$ cat src/rtl/alu_arbiter_pkg.sv
// Shared definitions for the two-requester ALU arbiter.
// Provides the operand width, the requester count, the ALU control codes,
// the arbiter FSM state enum and the packed operation payload type.
package alu_arbiter_pkg;

    localparam int unsigned DATA_W  = 32;
    localparam int unsigned NREQ    = 2;
    localparam int unsigned CTL_W   = 4;
    localparam int unsigned SHAMT_W = $clog2(DATA_W);

    localparam logic [CTL_W-1:0] ALU_AND = 4'b0000;
    localparam logic [CTL_W-1:0] ALU_OR  = 4'b0001;
    localparam logic [CTL_W-1:0] ALU_ADD = 4'b0010;
    localparam logic [CTL_W-1:0] ALU_SUB = 4'b0110;
    localparam logic [CTL_W-1:0] ALU_BLT = 4'b0111;
    localparam logic [CTL_W-1:0] ALU_BGE = 4'b1000;
    localparam logic [CTL_W-1:0] ALU_NOR = 4'b1100;
    localparam logic [CTL_W-1:0] ALU_SLL = 4'b1001;
    localparam logic [CTL_W-1:0] ALU_SRL = 4'b1010;

    typedef enum logic [1:0] {
        ST_IDLE = 2'd0,
        ST_EXEC = 2'd1,
        ST_RESP = 2'd2
    } state_e;

    typedef struct packed {
        logic [CTL_W-1:0]  ctl;
        logic [DATA_W-1:0] in1;
        logic [DATA_W-1:0] in2;
    } alu_op_t;

endpackage

$ cat src/rtl/alu_arbiter_alu.sv
// Combinational 32-bit ALU shared by all requesters.
// Ports:
//   i_op      operation payload {ctl, in1, in2}
//   o_out_c   result (0 for an illegal control code)
//   o_zero_c  result equals zero
//   o_err_c   control code is not one of the legal codes
// blt/bge compare the operands as signed values and return 1 or 0;
// shifts use the low SHAMT_W bits of in2 as the shift amount.
module alu_arbiter_alu
    import alu_arbiter_pkg::*;
(
    input  alu_op_t            i_op,
    output logic [DATA_W-1:0]  o_out_c,
    output logic               o_zero_c,
    output logic               o_err_c
);

    logic [SHAMT_W-1:0] w_shamt;

    assign w_shamt = i_op.in2[SHAMT_W-1:0];

    // operation decode
    always_comb begin
        o_out_c = '0;
        o_err_c = 1'b0;
        case (i_op.ctl)
            ALU_AND: o_out_c = i_op.in1 & i_op.in2;
            ALU_OR:  o_out_c = i_op.in1 | i_op.in2;
            ALU_ADD: o_out_c = i_op.in1 + i_op.in2;
            ALU_SUB: o_out_c = i_op.in1 - i_op.in2;
            ALU_BLT: o_out_c = DATA_W'($signed(i_op.in1) <  $signed(i_op.in2));
            ALU_BGE: o_out_c = DATA_W'($signed(i_op.in1) >= $signed(i_op.in2));
            ALU_NOR: o_out_c = ~(i_op.in1 | i_op.in2);
            ALU_SLL: o_out_c = i_op.in1 << w_shamt;
            ALU_SRL: o_out_c = i_op.in1 >> w_shamt;
            default: o_err_c = 1'b1;
        endcase
    end

    assign o_zero_c = (o_out_c == '0);

endmodule

$ cat src/rtl/alu_arbiter.sv
// Round-robin arbiter granting two requesters access to one shared ALU.
// Ports:
//   clk, rst_n   clock, asynchronous active-low reset
//   req_valid    per-requester request valid
//   req_ready    per-requester accept (combinational, IDLE only, one-hot)
//   req_ctl      {r1, r0} 4-bit control codes
//   req_in1/2    {r1, r0} 32-bit operands
//   rsp_valid    one-hot response valid to the owning requester
//   rsp_ready    per-requester response accept
//   rsp_out      registered result; rsp_zero / rsp_err its flags
//   busy         high whenever an operation is in flight
// Flow: IDLE (grant + latch) -> EXEC (ALU result registered) -> RESP (hold
// until owner accepts) -> IDLE.
module alu_arbiter
    import alu_arbiter_pkg::*;
#(
    parameter int unsigned DATA_W = alu_arbiter_pkg::DATA_W
) (
    input  logic                     clk,
    input  logic                     rst_n,
    input  logic [NREQ-1:0]          req_valid,
    output logic [NREQ-1:0]          req_ready,
    input  logic [NREQ*CTL_W-1:0]    req_ctl,
    input  logic [NREQ*DATA_W-1:0]   req_in1,
    input  logic [NREQ*DATA_W-1:0]   req_in2,
    output logic [NREQ-1:0]          rsp_valid,
    input  logic [NREQ-1:0]          rsp_ready,
    output logic [DATA_W-1:0]        rsp_out,
    output logic                     rsp_zero,
    output logic                     rsp_err,
    output logic                     busy
);

    state_e              r_state;
    state_e              w_next_state;
    logic                r_last_grant;
    logic                r_owner;
    logic                w_winner;
    logic                w_grant;
    logic [NREQ-1:0]     w_req_ready;
    alu_op_t             r_op;
    alu_op_t             w_req_op;
    logic [NREQ-1:0]     r_rsp_valid;
    logic [DATA_W-1:0]   r_rsp_out;
    logic                r_rsp_zero;
    logic                r_rsp_err;
    logic                r_busy;
    logic [DATA_W-1:0]   w_alu_out;
    logic                w_alu_zero;
    logic                w_alu_err;

    // payload of the requester currently selected by the arbiter
    always_comb begin
        w_req_op.ctl = w_winner ? req_ctl[2*CTL_W-1:CTL_W]    : req_ctl[CTL_W-1:0];
        w_req_op.in1 = w_winner ? req_in1[2*DATA_W-1:DATA_W]  : req_in1[DATA_W-1:0];
        w_req_op.in2 = w_winner ? req_in2[2*DATA_W-1:DATA_W]  : req_in2[DATA_W-1:0];
    end

    // next state, round-robin winner and grant
    always_comb begin
        w_next_state = r_state;
        w_winner     = 1'b0;
        w_grant      = 1'b0;
        w_req_ready  = '0;
        case (r_state)
            ST_IDLE: begin
                if (req_valid == 2'b11) begin
                    w_winner = ~r_last_grant;
                end else begin
                    w_winner = req_valid[1];
                end
                if (|req_valid) begin
                    w_grant      = 1'b1;
                    w_req_ready  = NREQ'(1) << w_winner;
                    w_next_state = ST_EXEC;
                end
            end
            ST_EXEC: w_next_state = ST_RESP;
            ST_RESP: begin
                if (rsp_ready[r_owner]) begin
                    w_next_state = ST_IDLE;
                end
            end
            default: w_next_state = ST_IDLE;
        endcase
    end

    // ready is forced low during reset so no requester sees a discarded handshake
    assign req_ready = w_req_ready & {NREQ{rst_n}};

    alu_arbiter_alu u_alu (
        .i_op     (r_op),
        .o_out_c  (w_alu_out),
        .o_zero_c (w_alu_zero),
        .o_err_c  (w_alu_err)
    );

    // all state: FSM, arbitration history, latched operation, response
    always_ff @(posedge clk or negedge rst_n) begin
        if (!rst_n) begin
            r_state      <= ST_IDLE;
            r_last_grant <= 1'b1;
            r_owner      <= 1'b0;
            r_op         <= '0;
            r_rsp_valid  <= '0;
            r_rsp_out    <= '0;
            r_rsp_zero   <= 1'b0;
            r_rsp_err    <= 1'b0;
            r_busy       <= 1'b0;
        end else begin
            r_state <= w_next_state;
            r_busy  <= (w_next_state != ST_IDLE);
            if (w_grant) begin
                r_last_grant <= w_winner;
                r_owner      <= w_winner;
                r_op         <= w_req_op;
            end
            if (r_state == ST_EXEC) begin
                r_rsp_out   <= w_alu_out;
                r_rsp_zero  <= w_alu_zero;
                r_rsp_err   <= w_alu_err;
                r_rsp_valid <= NREQ'(1) << r_owner;
            end
            if ((r_state == ST_RESP) && rsp_ready[r_owner]) begin
                r_rsp_valid <= '0;
            end
        end
    end

    assign rsp_valid = r_rsp_valid;
    assign rsp_out   = r_rsp_out;
    assign rsp_zero  = r_rsp_zero;
    assign rsp_err   = r_rsp_err;
    assign busy      = r_busy;

endmodule

$ cat config.mk
export PLATFORM = sky130hd
export DESIGN_NAME = alu_arbiter
export DESIGN_NICKNAME = d
export VERILOG_FILES = /design/src/rtl/alu_arbiter_pkg.sv /design/src/rtl/alu_arbiter_alu.sv /design/src/rtl/alu_arbiter.sv
export SDC_FILE = /design/constraint.sdc
export NUM_CORES = 1
export LEC_CHECK = 0
export CORE_MARGIN = 5
export CORE_UTILIZATION = 40
export DETAILED_ROUTE_END_ITERATION = 12
export PLACE_DENSITY_LB_ADDON = 0.12
export SETUP_SLACK_MARGIN = 0.02
export SLEW_MARGIN = 5
export SYNTH_ARGS = -nofsm -noshare
export SYNTH_HDL_FRONTEND = slang
export SYNTH_SLANG_ARGS = --single-unit
$ cat constraint.sdc
create_clock -name clk -period 8.49 [get_ports clk]
set_input_delay 1.698 -clock clk [delete_from_list [all_inputs] [get_ports clk]]
set_output_delay 1.698 -clock clk [all_outputs]
set_load 0.02 [all_outputs]
==> impl_metrics.ini, run 1 <==
[outcome]
outcome = complete, no violations

[route]
totalWireLength_um = 63180
firstDrtPassIters = 7
drt_iter0_markers = 1596
drt-wirelength-per-cell_um = 27.84
wl_met1_um = 26460
maxUsedRoutingLayer = met4
dr_wl_met3_um = 6030
vias = 14850
antenna_left = 0
drc = 0
route.met2.wl_um = 27920
vias_per_cell = 6.543

[clocking]
post_cts_resized = 0
cts_tree = built
cts_post_setup_buffers_inserted = 0
cts.clk_slew.worst_paths_ns = 0.08
clock_latency_ns = 0.42
cts.path.max_buffers = 2
holdBufCountCts = 0
cts.htree.levels = 3
ctsRootBufferMaster = clkbuf_16
cts_inserted_buffers = 9
cts_sinks = 109

[sta]
maxSlewViolCount = 0
period_needed_ns = 5.384
worstMarginPinSlew_ns = 1.315
setup_violations = 0
fin_hold_ws_ns = 0.4747
rsz0062_at_grt = false
skew_ns = 0.02592
max_clock_freq_ghz = 0.1857
slew-limit-headroom_pct = 12.31
setup-tns-final_ns = 0
fin_crit_sh_pct = 63.41
hold_viol = 0

[logic_synthesis]
avgSynthCellArea_um2 = 8.138
synth_seq_cells = 109
ys_types = 101
synthCells = 1717
syn-num-nets = 1960
seq_area_frac_synth_pct = 19.53
synth_edf_count = 0
synth.area.top_cells = dfrtp_1 (19%), ha_1 (8.9%), mux2i_1 (8.4%)
synth_area_leader_cell = dfrtp_1
yosysTopAreaCellShare_pct = 19.34
yosysWarnings = 0
syn_area_um2 = 13970
synthArstFlopShare_pct = 100.0
synthFlopType = dfrtp_1

[finish]
drive_above_1_share_pct = 8.393
finalNetCount = 2049
final_cell_mix = clkdlybuf4s50_1 (179), nor2_1 (171), a21oi_1 (159), nand2_1 (155), mux2i_1 (117)
fin_cells = 2269
stdcell_area_um2 = 16290
layout_commonest_cell = clkdlybuf4s50_1
syn2layout_area_growth_pct = 16.61

[placement]
dpl-instance-area_um2 = 15970
dp_hpwl_um = 48180
gp_congestion = 1.027
dpl.cell_count = 2250
io_buffers = 180

[floorplan]
core_um2 = 34540
io_pins = 181
die-area_um2 = 38770
start_util_pct = 40.45
die_y_um = 196.9
row_count = 68
die_w_um = 196.9

[setup_path]
worstSetupEndpointType = primary output
startpoint_type = input pin
path_class = input pin to primary output
path_max_fanout = 56
crit_arrival_ns = 3.69
path_common_cell = clkdlybuf4s50_1
reg2reg_slack_ns = 3.60
worstPathRequired_ns = 6.79
crit_path_top_delay_cell = clkdlybuf4s50_1
path_cells = clkdlybuf4s50_1 > nor2_1 > nor3_2 > buf_4 > and3_1 > clkdlybuf4s50_1
critical_path.max_stage_delay_ns = 0.61

[grt]
gr-usage-all-layers_pct = 31.59
grt_pass1_wl_um = 93070
grt_start_max_net_pins = 87
grt_overflow = 0
grt_pass1_vias = 14250
antenna_found_initial = 1

[min_path]
hp-class = flop to flop

[run]
maxCapViolCount = 0
## final timing paths
path	startpoint	end	depth (start not counted)
setup / recovery	req_valid[1]	req_ready[0]	6
hold / removal	rsp_out[15]	rsp_out[15]	2
setup reg to reg	r_op[64]	rsp_zero	10
hold reg to reg	rsp_out[15]	rsp_out[15]	2
max in group asynchronous	rst_n	r_op[8]	2
min in group asynchronous	rst_n	r_op[65]	1
## synth_stat cells, drive strengths merged (6+ instances only)
master	count
nor2	171
a21oi	159
nand2	155
mux2i	117
dfrtp	108
ha	99
inv	99
clkbuf	75
o21ai	72
buf	61
mux4	54
nor3	42
nand3	36
a22oi	33
o22ai	33
a211oi	23
a21o	22
nor4	21
nor2b	19
o211ai	18
a31oi	16
mux2	16
nand4	15
o22a	15
o31ai	15
and3	12
a211o	11
o221ai	11
a221o	10
and2	9
o21a	9
o32ai	9
a2111oi	8
nand2b	8
o21bai	8
xnor2	7
a221oi	6
a311oi	6
nor3b	6
o211a	6
or3	6
or3b	6
## routing by layer
layer,vias to the layer above,track usage (%)
li1,6639,-
met1,7214,43.09
met2,842,49.27
met3,152,7.077
met4,0,11.63
met5,-,0
## logic make-up (layout without fill, tap and decap cells)
family	count (synthesis)	in the layout	share of synthesized area [%]
other	0	3	0
adder cells (fa/ha/maj)	101	101	9.151
buffers and inverters	236	330	7.441
multiplexers	187	187	18.70
AO/OA/AOI/OAI	540	540	26.29
XOR/XNOR	7	7	0.4388
flip-flops	109	109	19.53
AND/OR/NAND/NOR	537	537	18.45
## registers in the layout, summed over array words and instances (netlist names)
register	flops
r_state	2
r_last_grant	1
r_op	68
busy	1
rsp_zero	1
rsp_err	1
rsp_out	32
rsp_valid	2
r_owner	1
## metrics by stage
stage               util [%]  setup WS, ns
floorplan                  -         3.942
global placement       46.22         3.092
detailed placement     46.22         3.106
CTS                    47.15         3.094
global route           47.15         3.024
finish                 47.17         3.106
## critical path, delay by kind of cell
kind	cells	cell delay, ns
buffers and inverters	3	1.59
and+or+nand+nor	3	0.40
## layout make-up
class | instances | area (um2)
antenna | 3 | 7.507
multi-input combinational | 1372 | 10230
fill | 3436 | 18250
clock buffer | 11 | 242.7
tap | 455 | 569.3
sequential | 109 | 2735
inverter | 100 | 375.4
clock inverter | 5 | 77.57
timing repair buffer | 214 | 2054
Power of run 1 is left out: the tool's default activity adds up to more than one toggle a clock period on the data nets, which glitch-free logic cannot reach.
==> run 2: changes to the inputs <==
- clock period: 8.49 -> 5.45 ns (I/O delays scaled with it)
==> run 2 against run 1 <==
  * Design area grew 1.8%
  * Flip-flop and latch count did not move
  * Core utilization is 0.83 points higher
  * Register-to-register slack worse by 2.7 ns
  * Global-route usage up 2.3 points
  * First-iteration DRC count up 13%
  * Critical path type is now flop to flop
==> impl_metrics.ini, run 2 (synthesis gave the netlist of run 1 again) <==
[setup_path]
path_cells = inv_2 > ha_1 > nor2_1 > o311ai_0 > a211oi_1 > o2111ai_1 > o21a_1 > o211a_1 > a221oi_1 > a21oi_1 > a311oi_1 > a32o_1
worstPathRequired_ns = 5.79
worstSetupEndpointType = flop
critical_path.max_stage_delay_ns = 0.62
path_buf_inv = 1
crit_path_top_delay_cell = dfrtp_2
crit_arrival_ns = 4.92
path_max_fanout = 14
cpLargestDelayFamily = compound AO/OA/AOI/OAI gates
startpoint_type = flop
path_class = flop to flop

[sta]
setup_slack_ns = 0.8686
setup_violations = 0
fin_crit_sh_pct = 84.06
worstMarginPinSlew_ns = 1.389
maxSlewViolCount = 0
period_needed_ns = 4.581
slew-limit-headroom_pct = 7.157
skew_ns = 0.01799
setup-tns-final_ns = 0
max_clock_freq_ghz = 0.2183
fin_hold_ws_ns = 0.4777
rsz0062_at_grt = false
hold_viol = 0

[finish]
layout_commonest_cell = clkdlybuf4s50_1
final_cell_mix = clkdlybuf4s50_1 (179), nor2_1 (171), a21oi_1 (159), nand2_1 (155), mux2i_1 (117)
drive_above_1_share_pct = 10.17
finalNetCount = 2086
syn2layout_area_growth_pct = 18.66
top_register = r_op
largest_reg_flops = 68
fin_cells = 2306

[floorplan]
start_util_pct = 40.45
die_w_um = 196.9
io_pins = 181
die_y_um = 196.9
core_um2 = 34540
row_count = 68
die-area_um2 = 38770

[route]
drt-wirelength-per-cell_um = 29.40
antenna_left = 0
drt_iter0_markers = 1804
totalWireLength_um = 67790
firstDrtPassIters = 6
vias = 15270
vias_per_cell = 6.621
drc = 0

[placement]
gp_congestion = 1.074
dp_hpwl_um = 53330
io_buffers = 180
place_ws_ns = 1.059
dpl.cell_count = 2287

[clocking]
holdBufCountCts = 0
cts.clk_slew.worst_paths_ns = 0.09
cts_inserted_buffers = 9
cts_tree = built
cts.htree.levels = 3
cts.path.max_buffers = 2
cts_post_setup_buffers_inserted = 0
post_cts_resized = 0
ctsRootBufferMaster = clkbuf_16
clock_latency_ns = 0.40
cts_sinks = 109

[run]
maxCapViolCount = 0

[grt]
gr-usage-all-layers_pct = 33.90
grt_pass1_vias = 14400
grt_pass1_wl_um = 98530
grt_overflow = 0
grt_start_max_net_pins = 79
antenna_found_initial = 4

[min_path]
hp-class = flop to flop

[outcome]
outcome = complete, no violations
-- run 2: cell types whose count changed in the layout (fill, tap and decap cells not counted), sizes merged --
cell / delta
buf: +37
clkinvlp: +1
inv: -1
-- run 2: routing by layer --
metal  track usage, %  vias up  share of wire, %
met3            7.111      215               9.5
met1            46.34     7392                41
met2            51.25      952                43
li1                 -     6708                 -
met4            16.28        2               5.9
met5                0        -             0.019
-- run 2: final cells by class --
class	instances	area, um2
inverter	100	375.4
clock buffer	11	242.7
sequential	109	2735
timing repair buffer	251	2357
antenna	3	7.507
multi-input combinational	1372	10230
tap	455	569.3
clock inverter	5	66.31
fill	3466	17960
-- run 2: metrics by stage --
stage                     instance area, um2  util, %
after global routing                   16580    47.99
after detailed placement               16260    47.08
after global placement                 16260    47.08
final                                  16580    48.00
after CTS                              16570    47.98
after floorplan                        13970        -
-- run 2: final timing paths --
check	start	end	slack, ns	cells after the start
max	r_op[1]	rsp_zero	0.87	12
min in group asynchronous	rst_n	rsp_out[22]	0.55	1
max reg2reg	r_op[1]	rsp_zero	0.87	12
min	rsp_out[15]	rsp_out[15]	0.48	2
min reg2reg	rsp_out[15]	rsp_out[15]	0.48	2
max in group asynchronous	rst_n	r_op[40]	3.93	2
-- run 2: tightest hold or removal path: stages, from the launching register on --
cell     delay [ns]
dfrtp_1        0.34
nand2_1        0.05
nand2_1        0.05
Power of run 2 is left out for the same reason.
